--- src/rtl/tdm_mux_pkg.sv ---
// Shared types and helpers for the tdm_mux block: FSM state encoding and the
// next-unmasked-channel search used by the TDM_MUX_MASK_EN build.
package tdm_mux_pkg;

   typedef enum logic {
      MANUAL = 1'b0,
      SCAN   = 1'b1
   } state_t;

   // Upper bound on CHANNELS for the mask search; masks are passed widened.
   localparam int MAX_CHANNELS = 64;

   // Returns the first unmasked index at or after start (wrapping at channels).
   // Returns start when every channel is masked; callers gate on that case.
   function automatic int next_unmasked(input logic [MAX_CHANNELS-1:0] mask,
                                        input int start,
                                        input int channels);
      int   idx;
      int   result;
      logic found;
      result = start;
      found  = 1'b0;
      for (int i = 0; i < MAX_CHANNELS; i++) begin
         if (!found && i < channels) begin
            idx = start + i;
            if (idx >= channels) idx = idx - channels;
            if (!mask[idx]) begin
               found  = 1'b1;
               result = idx;
            end
         end
      end
      return result;
   endfunction

endpackage

--- src/rtl/tdm_mux_if.sv ---
// Bus bundle for tdm_mux: parallel channel inputs, select/mode controls and
// the registered output stream. Optional ch_mask under TDM_MUX_MASK_EN.
interface tdm_mux_if #(
   parameter int WIDTH    = 8,
   parameter int CHANNELS = 4
);
   localparam int SEL_W = $clog2(CHANNELS);

   logic [CHANNELS*WIDTH-1:0] in_data;
   logic                      mode;
   logic [SEL_W-1:0]          sel_in;
   logic                      enable;
`ifdef TDM_MUX_MASK_EN
   logic [CHANNELS-1:0]       ch_mask;
`endif
   // out_valid qualifies out_data/out_ch for that single cycle only; there is
   // no ready/backpressure, so the consumer must take the sample when valid.
   logic [WIDTH-1:0]          out_data;
   logic [SEL_W-1:0]          out_ch;
   logic                      out_valid;
   logic                      wrap;

   modport master (
`ifdef TDM_MUX_MASK_EN
      output ch_mask,
`endif
      output in_data, mode, sel_in, enable,
      input  out_data, out_ch, out_valid, wrap
   );

   modport slave (
`ifdef TDM_MUX_MASK_EN
      input  ch_mask,
`endif
      input  in_data, mode, sel_in, enable,
      output out_data, out_ch, out_valid, wrap
   );

endinterface

--- src/rtl/tdm_mux_scan_ctr.sv ---
// Scan pointer and dwell counter for tdm_mux, with wrap detection.
// Build option TDM_MUX_MASK_EN adds a channel-skip mask to the pointer advance.
module tdm_scan_ctr #(
   parameter int CHANNELS = 4,
   parameter int DWELL    = 1,
   parameter int SEL_W    = $clog2(CHANNELS)
) (
   input  logic             clk,
   input  logic             reset,
   input  logic             enable,
   input  logic             load,
`ifdef TDM_MUX_MASK_EN
   input  logic [CHANNELS-1:0] mask,
`endif
   output logic [SEL_W-1:0] cur_ptr,
   output logic             cur_ok,
   output logic             wrap_hit
);
   localparam int DW_W = (DWELL > 1) ? $clog2(DWELL) : 1;
   localparam logic [DW_W-1:0]  DWELL_LAST = DW_W'(DWELL - 1);
   localparam logic [SEL_W-1:0] CH_LAST    = SEL_W'(CHANNELS - 1);

   logic [SEL_W-1:0] ptr_q, ptr_d, base_ptr, step_ptr;
   logic [DW_W-1:0]  dwell_q, dwell_d, base_dwell;
   logic             at_end, last_dwell;

   // On the entry edge the loaded values are used directly, so channel 0 (or
   // the lowest unmasked channel) is presented on that same edge.
`ifdef TDM_MUX_MASK_EN
   logic [tdm_mux_pkg::MAX_CHANNELS-1:0] mask_ext;

   always_comb begin
      mask_ext                 = '1;
      mask_ext[CHANNELS-1:0]   = mask;
   end

   assign base_ptr = load ? SEL_W'(tdm_mux_pkg::next_unmasked(mask_ext, 0, CHANNELS)) : ptr_q;
   assign cur_ok   = ~mask[base_ptr];
   assign step_ptr = SEL_W'(tdm_mux_pkg::next_unmasked(mask_ext, int'(base_ptr) + 1, CHANNELS));
   // Landing at or below the current index means the search passed CHANNELS-1.
   assign at_end   = (step_ptr <= base_ptr);
`else
   assign base_ptr = load ? '0 : ptr_q;
   assign cur_ok   = 1'b1;
   assign at_end   = (base_ptr == CH_LAST);
   assign step_ptr = at_end ? '0 : base_ptr + 1'b1;
`endif

   assign base_dwell = load ? '0 : dwell_q;
   assign last_dwell = (base_dwell == DWELL_LAST);
   assign cur_ptr    = base_ptr;
   assign wrap_hit   = enable && cur_ok && last_dwell && at_end;

   always_comb begin
      ptr_d   = base_ptr;
      dwell_d = base_dwell;
      if (enable && cur_ok) begin
         if (last_dwell) begin
            dwell_d = '0;
            ptr_d   = step_ptr;
         end else begin
            dwell_d = base_dwell + 1'b1;
         end
      end
   end

   always_ff @(posedge clk) begin
      if (reset) begin
         ptr_q   <= '0;
         dwell_q <= '0;
      end else begin
         ptr_q   <= ptr_d;
         dwell_q <= dwell_d;
      end
   end

endmodule

--- src/rtl/tdm_mux.sv ---
// N:1 registered TDM multiplexer with manual select and auto-scan modes.
// Build option TDM_MUX_MASK_EN adds bus.ch_mask to skip channels.
module tdm_mux
   import tdm_mux_pkg::*;
#(
   parameter int WIDTH    = 8,
   parameter int CHANNELS = 4,
   parameter int DWELL    = 1
) (
   input  logic     clk,
   input  logic     reset,
   tdm_mux_if.slave bus,
   output state_t   dbg_state
);
   localparam int SEL_W = $clog2(CHANNELS);
   localparam logic [SEL_W-1:0] CH_LAST = SEL_W'(CHANNELS - 1);

   state_t           state_q, state_d;
   logic             load;
   logic             scan_en;
   logic [SEL_W-1:0] cur_ptr;
   logic             cur_ok;
   logic             wrap_hit;
   logic             sel_ok;
   logic [SEL_W-1:0] mux_idx;
   logic [WIDTH-1:0] picked;

   logic [WIDTH-1:0] data_q, data_d;
   logic [SEL_W-1:0] ch_q, ch_d;
   logic             valid_q, valid_d;
   logic             wrap_q, wrap_d;

   assign scan_en = bus.mode & bus.enable;
   assign load    = (state_q == MANUAL) & bus.mode;

   tdm_scan_ctr #(
      .CHANNELS (CHANNELS),
      .DWELL    (DWELL),
      .SEL_W    (SEL_W)
   ) u_scan_ctr (
      .clk      (clk),
      .reset    (reset),
      .enable   (scan_en),
      .load     (load),
`ifdef TDM_MUX_MASK_EN
      .mask     (bus.ch_mask),
`endif
      .cur_ptr  (cur_ptr),
      .cur_ok   (cur_ok),
      .wrap_hit (wrap_hit)
   );

`ifdef TDM_MUX_MASK_EN
   assign sel_ok = (bus.sel_in <= CH_LAST) && !bus.ch_mask[bus.sel_in];
`else
   assign sel_ok = (bus.sel_in <= CH_LAST);
`endif

   // Mode, not state, picks the source: leaving SCAN uses sel_in on that edge.
   assign mux_idx = bus.mode ? cur_ptr : bus.sel_in;

   always_comb begin
      picked = '0;
      for (int k = 0; k < CHANNELS; k++) begin
         if (mux_idx == SEL_W'(k)) picked = bus.in_data[k*WIDTH +: WIDTH];
      end
   end

   always_comb begin
      state_d = state_q;
      data_d  = data_q;
      ch_d    = ch_q;
      valid_d = 1'b0;
      wrap_d  = 1'b0;
      case (state_q)
         MANUAL:  if (bus.mode)  state_d = SCAN;
         SCAN:    if (!bus.mode) state_d = MANUAL;
         default: state_d = MANUAL;
      endcase
      if (bus.enable) begin
         if (bus.mode) begin
            if (cur_ok) begin
               data_d  = picked;
               ch_d    = cur_ptr;
               valid_d = 1'b1;
               wrap_d  = wrap_hit;
            end
         end else begin
            ch_d = bus.sel_in;
            if (sel_ok) begin
               data_d  = picked;
               valid_d = 1'b1;
            end else begin
               data_d  = '0;
            end
         end
      end
   end

   always_ff @(posedge clk) begin
      if (reset) begin
         state_q <= MANUAL;
         data_q  <= '0;
         ch_q    <= '0;
         valid_q <= 1'b0;
         wrap_q  <= 1'b0;
      end else begin
         state_q <= state_d;
         data_q  <= data_d;
         ch_q    <= ch_d;
         valid_q <= valid_d;
         wrap_q  <= wrap_d;
      end
   end

   assign bus.out_data  = data_q;
   assign bus.out_ch    = ch_q;
   assign bus.out_valid = valid_q;
   assign bus.wrap      = wrap_q;
   assign dbg_state     = state_q;

endmodule

--- src/flat_wrapper.sv ---
// flat-port wrapper written by rule: the top's interface ports become plain ports
module tdm_mux_flat import tdm_mux_pkg::*;
#(
   parameter int WIDTH    = 8,
   parameter int CHANNELS = 4,
   parameter int DWELL    = 1
)
  (clk, reset, dbg_state, bus_in_data, bus_mode, bus_sel_in, bus_enable, bus_out_data, bus_out_ch, bus_out_valid, bus_wrap);
  tdm_mux_if #(.WIDTH(WIDTH), .CHANNELS(CHANNELS)) bus_i ();
  input  logic clk;
  input  logic reset;
  output state_t dbg_state;
  input wire logic [$bits(bus_i.in_data)-1:0] bus_in_data;
  input wire logic [$bits(bus_i.mode)-1:0] bus_mode;
  input wire logic [$bits(bus_i.sel_in)-1:0] bus_sel_in;
  input wire logic [$bits(bus_i.enable)-1:0] bus_enable;
  output wire logic [$bits(bus_i.out_data)-1:0] bus_out_data;
  output wire logic [$bits(bus_i.out_ch)-1:0] bus_out_ch;
  output wire logic [$bits(bus_i.out_valid)-1:0] bus_out_valid;
  output wire logic [$bits(bus_i.wrap)-1:0] bus_wrap;
  assign bus_i.in_data = bus_in_data;
  assign bus_i.mode = bus_mode;
  assign bus_i.sel_in = bus_sel_in;
  assign bus_i.enable = bus_enable;
  assign bus_out_data = bus_i.out_data;
  assign bus_out_ch = bus_i.out_ch;
  assign bus_out_valid = bus_i.out_valid;
  assign bus_wrap = bus_i.wrap;
  tdm_mux #(.WIDTH(WIDTH), .CHANNELS(CHANNELS), .DWELL(DWELL)) u_core (.clk(clk), .reset(reset), .bus(bus_i), .dbg_state(dbg_state));
endmodule
--- config.mk ---
export PLATFORM = sky130hd
export DESIGN_NAME = tdm_mux_flat
export DESIGN_NICKNAME = d
export VERILOG_FILES = /design/src/rtl/tdm_mux_pkg.sv /design/src/rtl/tdm_mux_if.sv /design/src/rtl/tdm_mux_scan_ctr.sv /design/src/rtl/tdm_mux.sv /design/src/flat_wrapper.sv
export SDC_FILE = /design/constraint.sdc
export NUM_CORES = 1
export LEC_CHECK = 0
export CAP_MARGIN = 20
export CORE_UTILIZATION = 25
export CTS_CLUSTER_DIAMETER = 120
export DETAILED_ROUTE_END_ITERATION = 10
export MAX_ROUTING_LAYER = met4
export SLEW_MARGIN = 20
export SYNTH_ARGS = -nofsm -noshare
export SYNTH_HDL_FRONTEND = slang
export SYNTH_HIERARCHICAL = 1
export SYNTH_SLANG_ARGS = --single-unit
--- constraint.sdc ---
create_clock -name clk -period 1.69 [get_ports clk]
set_clock_uncertainty 0.05 [all_clocks]
set_input_delay 0.169 -clock clk [delete_from_list [all_inputs] [get_ports clk]]
set_output_delay 0.169 -clock clk [all_outputs]
set_load 0.005 [all_outputs]
### Word level (Yosys, flattened, before mapping)

Cells that the tools add are included.

| storage, ports and cells | value |
|---|---|
| input bits | 38 |
| register bits after elaboration | 16 |
| logic and storage cells | 42 |

| operators by class | value |
|---|---|
| $add $sub $neg | 2 |
| bitwise operators | 6 |
| mux-type cells | 17 |
| eq/ne operators | 4 |
| magnitude comparators | 1 |
| reduce and logical (&&, ||, !) cells | 5 |

Operator list:

| kind | count |
|---|---|
| $mux W8 | 6 |
| $mux W2 | 5 |
| $eq A2 B2 Y1 const B | 3 |
| $mux W1 | 6 |
| $not A1 Y1 | 4 |
| $reduce_or A3 Y1 | 1 |
| $add A2 B1 Y2 const B | 1 |
| $and A1 B1 Y1 | 2 |
| $eq A2 B1 Y1 const B | 1 |
| $le A2 B2 Y1 const B | 1 |
| $logic_and A1 B1 Y1 | 2 |
| $logic_not A2 Y1 | 1 |
| $reduce_or A2 Y1 | 1 |
| $add A1 B1 Y1 const B | 1 |

### Logic depth before layout (Yosys ltp)

| logic depth | value |
|---|---|
| word-level depth | 11 |
| depth in mapped cells | 9 |
| gate-level depth less buffers | 7 |

### By module

Netlist, hierarchy kept.

By module, submodules not included:

| module | times used | cells each | area an instance (µm²) |
|---|---|---|---|
| tdm_mux | 1 | 82 | 737.0 |
| tdm_scan_ctr | 1 | 18 | 160.2 |

### Worst setup path after synthesis

Ideal clock, no wire load.

| path | value |
|---|---|
| kind | input to register |
| start point | in bus_mode |
| end point | reg u_core.data_q[0], in the netlist u_core/bus.out_data[0] |
| path buffers | 1 |
| path slack | 0.013 ns |
| data required time | 1.523 ns |
| arrival | 1.509 ns |
| cell stages on the path | 8 |
| cells stage by stage | buf_6 inv_1 nor2_1 and2b_2 mux2_4 nand2_1 nand3_1 a32o_1 |

| on the way | value |
|---|---|
| cells in the longest elaborated chain, start to end | 10 |
| elaborated cells on any way between the ends | 13 |
| those cells by class | eq/ne: 3; mux: 8; bitwise: 1; reduce/logical: 1 |

RTL lines:

| what | line | text |
|---|---|---|
| from (decl) | flat_wrapper.sv:14 | `input wire logic [$bits(bus_i.mode)-1:0] bus_mode;` |
| $and A1 B1 Y1 (*) | tdm_mux.sv:34 | `assign load = (state_q == MANUAL) & bus.mode;` |
| via u_core.load | tdm_mux.sv:19 | `logic load;` |
| $mux W2 (*) | tdm_mux_scan_ctr.sv:43 | `assign base_ptr = load ? '0 : ptr_q;` |
| via u_core.cur_ptr[0] | tdm_mux.sv:21 | `logic [SEL_W-1:0] cur_ptr;` |
| $mux W2 (*) | tdm_mux.sv:60 | `assign mux_idx = bus.mode ? cur_ptr : bus.sel_in;` |
| $logic_not A2 Y1 | tdm_mux.sv:65 | `if (mux_idx == SEL_W'(k)) picked = bus.in_data[k*WIDTH +: WIDTH];` |
| $mux W8 (3 in a row) | tdm_mux.sv:65 |  |
| $mux W8 (*) | tdm_mux.sv:65 |  |
| $mux W8 | tdm_mux.sv:90 | `if (sel_ok) begin` |
| $mux W8 (*) | tdm_mux.sv:81 | `if (bus.mode) begin` |
| to (signal assigned) | tdm_mux.sv:109 | `data_q <= data_d;` |
| to (decl) | tdm_mux.sv:28 | `logic [WIDTH-1:0] data_q, data_d;` |

The timed path passes the listed nets; every way through them passes the cells marked *.
A chain may end at the register's enable or synchronous reset.

### Worst setup path after layout

| path | value |
|---|---|
| start point | reg u_core.state_q, in the netlist u_core/dbg_state |
| end point | reg u_core.data_q[5], in the netlist u_core/bus.out_data[5] |

| on the way | value |
|---|---|
| cells in the longest elaborated chain, start to end | 11 |
| elaborated cells on any way between the ends | 14 |
| those cells by class | eq/ne: 3; mux: 8; bitwise: 2; reduce/logical: 1 |

RTL lines:

| what | line | text |
|---|---|---|
| from (decl) | tdm_mux.sv:18 | `state_t state_q, state_d;` |
| from (signal assigned) | tdm_mux.sv:108 | `state_q <= state_d;` |
| $not A1 Y1 (*) | tdm_mux.sv:34 |  |
| $and A1 B1 Y1 (*) | tdm_mux.sv:34 |  |
| via u_core.load | tdm_mux.sv:19 |  |
| $mux W2 (*) | tdm_mux_scan_ctr.sv:43 |  |
| via u_core.cur_ptr[0] | tdm_mux.sv:21 |  |
| $mux W2 (*) | tdm_mux.sv:60 |  |
| $logic_not A2 Y1 | tdm_mux.sv:65 |  |
| $mux W8 (3 in a row) | tdm_mux.sv:65 |  |
| $mux W8 (*) | tdm_mux.sv:65 |  |
| $mux W8 | tdm_mux.sv:90 |  |
| $mux W8 (*) | tdm_mux.sv:81 |  |

Marked as above.

==> flow_summary.yaml <==
placement:
  placed_cell_area_sq_um: 1521
  pre_cts_ws_ps: -379.2
  gpl.final_weighted_congestion: 0.7946
  place.detailed.hpwl_microns: 2177
  numPortBuffers: 50
drt:
  route.detailed.drc: 0
  routed_via_density: 4.633
  detailedRoute.firstPassIterationCount: 4
  vias: 996
  postRouteWirelength_microns: 2900
  drtAntennaViolNets: 0
  post_drt_wl_per_cell_microns: 13.49
  drt_first_iter_violations: 35
synthesis:
  post_synth_inst_count: 100
  synth_seq_area_share_pct: 35.70
  synth_cell_types: 36
  warnings_synthesis: 6
  synthesis.area_sq_um: 897.1
  yosys.area.top_type: "dfxtp_1"
  syn_area_per_cell_sq_um: 8.971
  synth.top_cells.by_area: "dfxtp_1 (36%), a32o_1 (7.8%), nand2_1 (7.5%), o22a_1 (6.8%), nand3_1 (4.5%)"
  synth_top_area_share_pct: 35.70
  synth-seq-cells: 16
  postSynthNetCount: 139
power:
  power_per_unit_of_standard_cell_area_nw_per_um2: 590.6
  peak_supply_drop_uv: 269.0
  cellLeakagePower_uw: 0.0006528
  power_share_of_the_sequential_group_pct: 42.9
  internal_power_uw: 713.5
  design_power_total_uw: 956.2
  power.switching_uw: 242.7
  power_frac_clock_pct: 27.0
  comb_power_share_pct: 30.1
  power_switching_share_pct: 25.38
finish:
  n_fill_cell: 335
  layout.nets: 209
  final_cell_area_sq_um: 1619
  num_antenna_cells: 0
  drive_above_1_share_pct: 21.89
  finalCoreUtilization_pct: 47.77
  layout-area-overhead-vs-synth_pct: 80.47
critical_path:
  crit_path_cell_trace: "nor2_4, and2b_2, buf_4, mux2_2, nand2_1, nand3_1, a32o_1"
  critical_path.top_delay_family: "simple AND/OR/NAND/NOR gates"
  critical_path.max_fanout: 6
  timing.critical_path.slowest_cell_delay_ps: 350
  crit_buf_inv: 1
  slowest_stage: "dfxtp_2"
  rrSetupSlack_ps: -10
  reg2reg_from: "u_core/dbg_state"
  critical_path_required_ps: 1830
  worst_ep_arrival_time_ps: 1850
  worstSetupEndpointType: "register"
  critPathKind: "reg -> reg"
  critPathLaunchType: "register"
  path_depth: 7
  crit_start: "u_core/dbg_state"
  r2r.worst_path.cells: 7
clocking:
  cts_num_sinks: 16
  htree_levels: 1
  clock_tree_from_tritoncts: "yes"
  root_buffer: "clkbuf_4"
  cts_buffer_depth: 2
  worst_skew_pair.late_latency_ps: 290
  cts_inserted_buffers: 3
  worst_setup_hold_path_clk_slew_ps: 100
timing:
  report.final.slew_viol_count: 0
  fmax_mhz: 586.7
  finalCritPeriodShare_pct: 100.9
  finalHoldWorstSlack_ps: 380.0
  final_setup_violation_count: 5
  final.setup.worst_slack_ps: -14.47
  grt_setup_unrepaired: "yes"
  finalHoldViolCount: 0
  layout_min_cycle_time_ps: 1704
job:
  maxCapViolCount: 0
hold_path:
  hold_path.startpoint: "bus_mode"
  class_of_the_most_critical_hold_timing_path: "in -> reg"
  min_delay_path_depth: 4
floorplanning:
  design.portCount: 51
  start_util_pct: 26.47
  placement_rows: 21
  floorplan.core_area_sq_um: 3390
  die_h_microns: 61.91
  floorplan.die_area_sq_um: 3832
  floorplan.die.width_microns: 61.91
run_status:
  result_of_the_run: "finished, violations left"
  violations_in_the_final_reports: "setup timing"
grt:
  globalRouteTotalUtil_pct: 16.01
  vias_in_the_first_global_route: 962
  grt_first_pass_wirelength_microns: 4257
  antenna_found_initial: 0
  grt_start_max_net_pins: 10
  globalRouteOverflowTotal: 0
==> repair_timing <==
| action | in CTS | in global routing |
|---|---|---|
| gates cloned | 1 | 0 |
| setup endpoints to repair | 9 | 8 |
| gates resized for setup | 5 | 1 |
| setup buffers | 2 | 3 |
| endpoints found under the hold margin | 0 | 0 |
| pin swaps | 2 | 9 |
| hold buffers | 0 | 0 |
==> cells in the mapped netlist <==
library cell and n:
o21ai_0 1, nor4_1 1, and2b_2 1, o21ai_4 1, and3_1 1, nor2b_1 3, nor2_2 1, and2_1 3
nand3_1 8, and3_2 1, a32o_1 7, o22a_1 7, clkbuf_2 1, a32oi_1 1, nor3_1 1, a22o_1 1
nor2_1 6, inv_1 2, a211oi_1 2, nand2b_2 1, buf_4 2, conb_1 1, nand2_1 18, ha_1 1
nand2b_1 1, nand3b_1 1, dfxtp_1 16, a31oi_2 1, mux2_4 1, nand2b_4 1, a21oi_1 1, mux2i_1 2
and4_1 1, mux2i_2 1, o22a_4 1, buf_6 1
==> worst min-delay path: cells and delay by family <==
kind / cells / cell delay, ps
buf+inv: 3 / 450
simple gates: 1 / 60
==> stage by stage <==
step	instances	TNS [ps]
4_1_cts	212	0
6_report	215	-29.68
5_1_grt	215	-525.3
3_5_place_dp	205	-3597
2_1_floorplan	100	0
3_3_place_gp	205	-3357
==> layout make-up <==
class | count | area (sq um) | area share (%)
clock buffers | 4 | 36.28 | 2.241
inverters | 2 | 7.507 | 0.4637
multi-input cells | 79 | 561.8 | 34.70
flip-flops and latches | 16 | 321.6 | 19.86
well taps | 46 | 57.56 | 3.555
repair buffers | 68 | 634.4 | 39.18
==> sequential cells by signal, summed over array words and instances, names as in the netlist <==
register and cells:
u_core/bus.wrap 1, u_core/bus.out_data 8, u_core/bus.out_valid 1, u_core/u_scan_ctr/dwell_q 1, u_core/dbg_state 1, u_core/bus.out_ch 2, u_core/u_scan_ctr/ptr_q 2
==> cells by family after synthesis <==
logic type | after synthesis | share of synthesized area (%)
and+or+nand+nor | 49 | 28.17
DFF | 16 | 35.70
AOI/OAI and AO/OA | 23 | 24.55
other | 1 | 0.4180
buffers and inverters | 6 | 4.323
muxes | 4 | 5.439
adders and majority gates | 1 | 1.394
==> worst paths after layout <==
check | endpoint
worst max register to register | u_core/bus.out_data[5]
worst min-delay path | u_core/dbg_state
worst min register to register | u_core/bus.out_data[2]
worst max-delay path | u_core/bus.out_data[5]
==> routing by layer <==
metal / share of wire [%] / track usage [%] / vias up
li1: - / - / 504
met1: 47 / 18.66 / 441
met2: 44 / 26.88 / 47
met3: 7.3 / 3.106 / 4
met4: 1.4 / 6.667 / 0
met5: 0 / - / -
==> power groups by stage <==
stage / Combinational, uW / Clock [uW] / Sequential (uW)
5_1_grt: 311 / 288 / 413
3_3_place_gp: 270 / 0 / 418
6_report: 287 / 258 / 410
3_5_place_dp: 273 / 0 / 419
4_1_cts: 281 / 273 / 410
2_1_floorplan: 103 / 0 / 419
==> placed cells by master, fill, tap and decap left out, types with 2 or more instances in the layout <==
cell type / count
a211oi_1: 2
a32o_1: 7
and2_1: 3
buf_4: 18
clkbuf_4: 3
clkdlybuf4s50_1: 49
dfxtp_1: 15
mux2i_1: 2
nand2_1: 18
nand3_1: 8
nor2_1: 5
nor2b_1: 3
o22a_1: 7
Power figures use the tool's default switching activity.
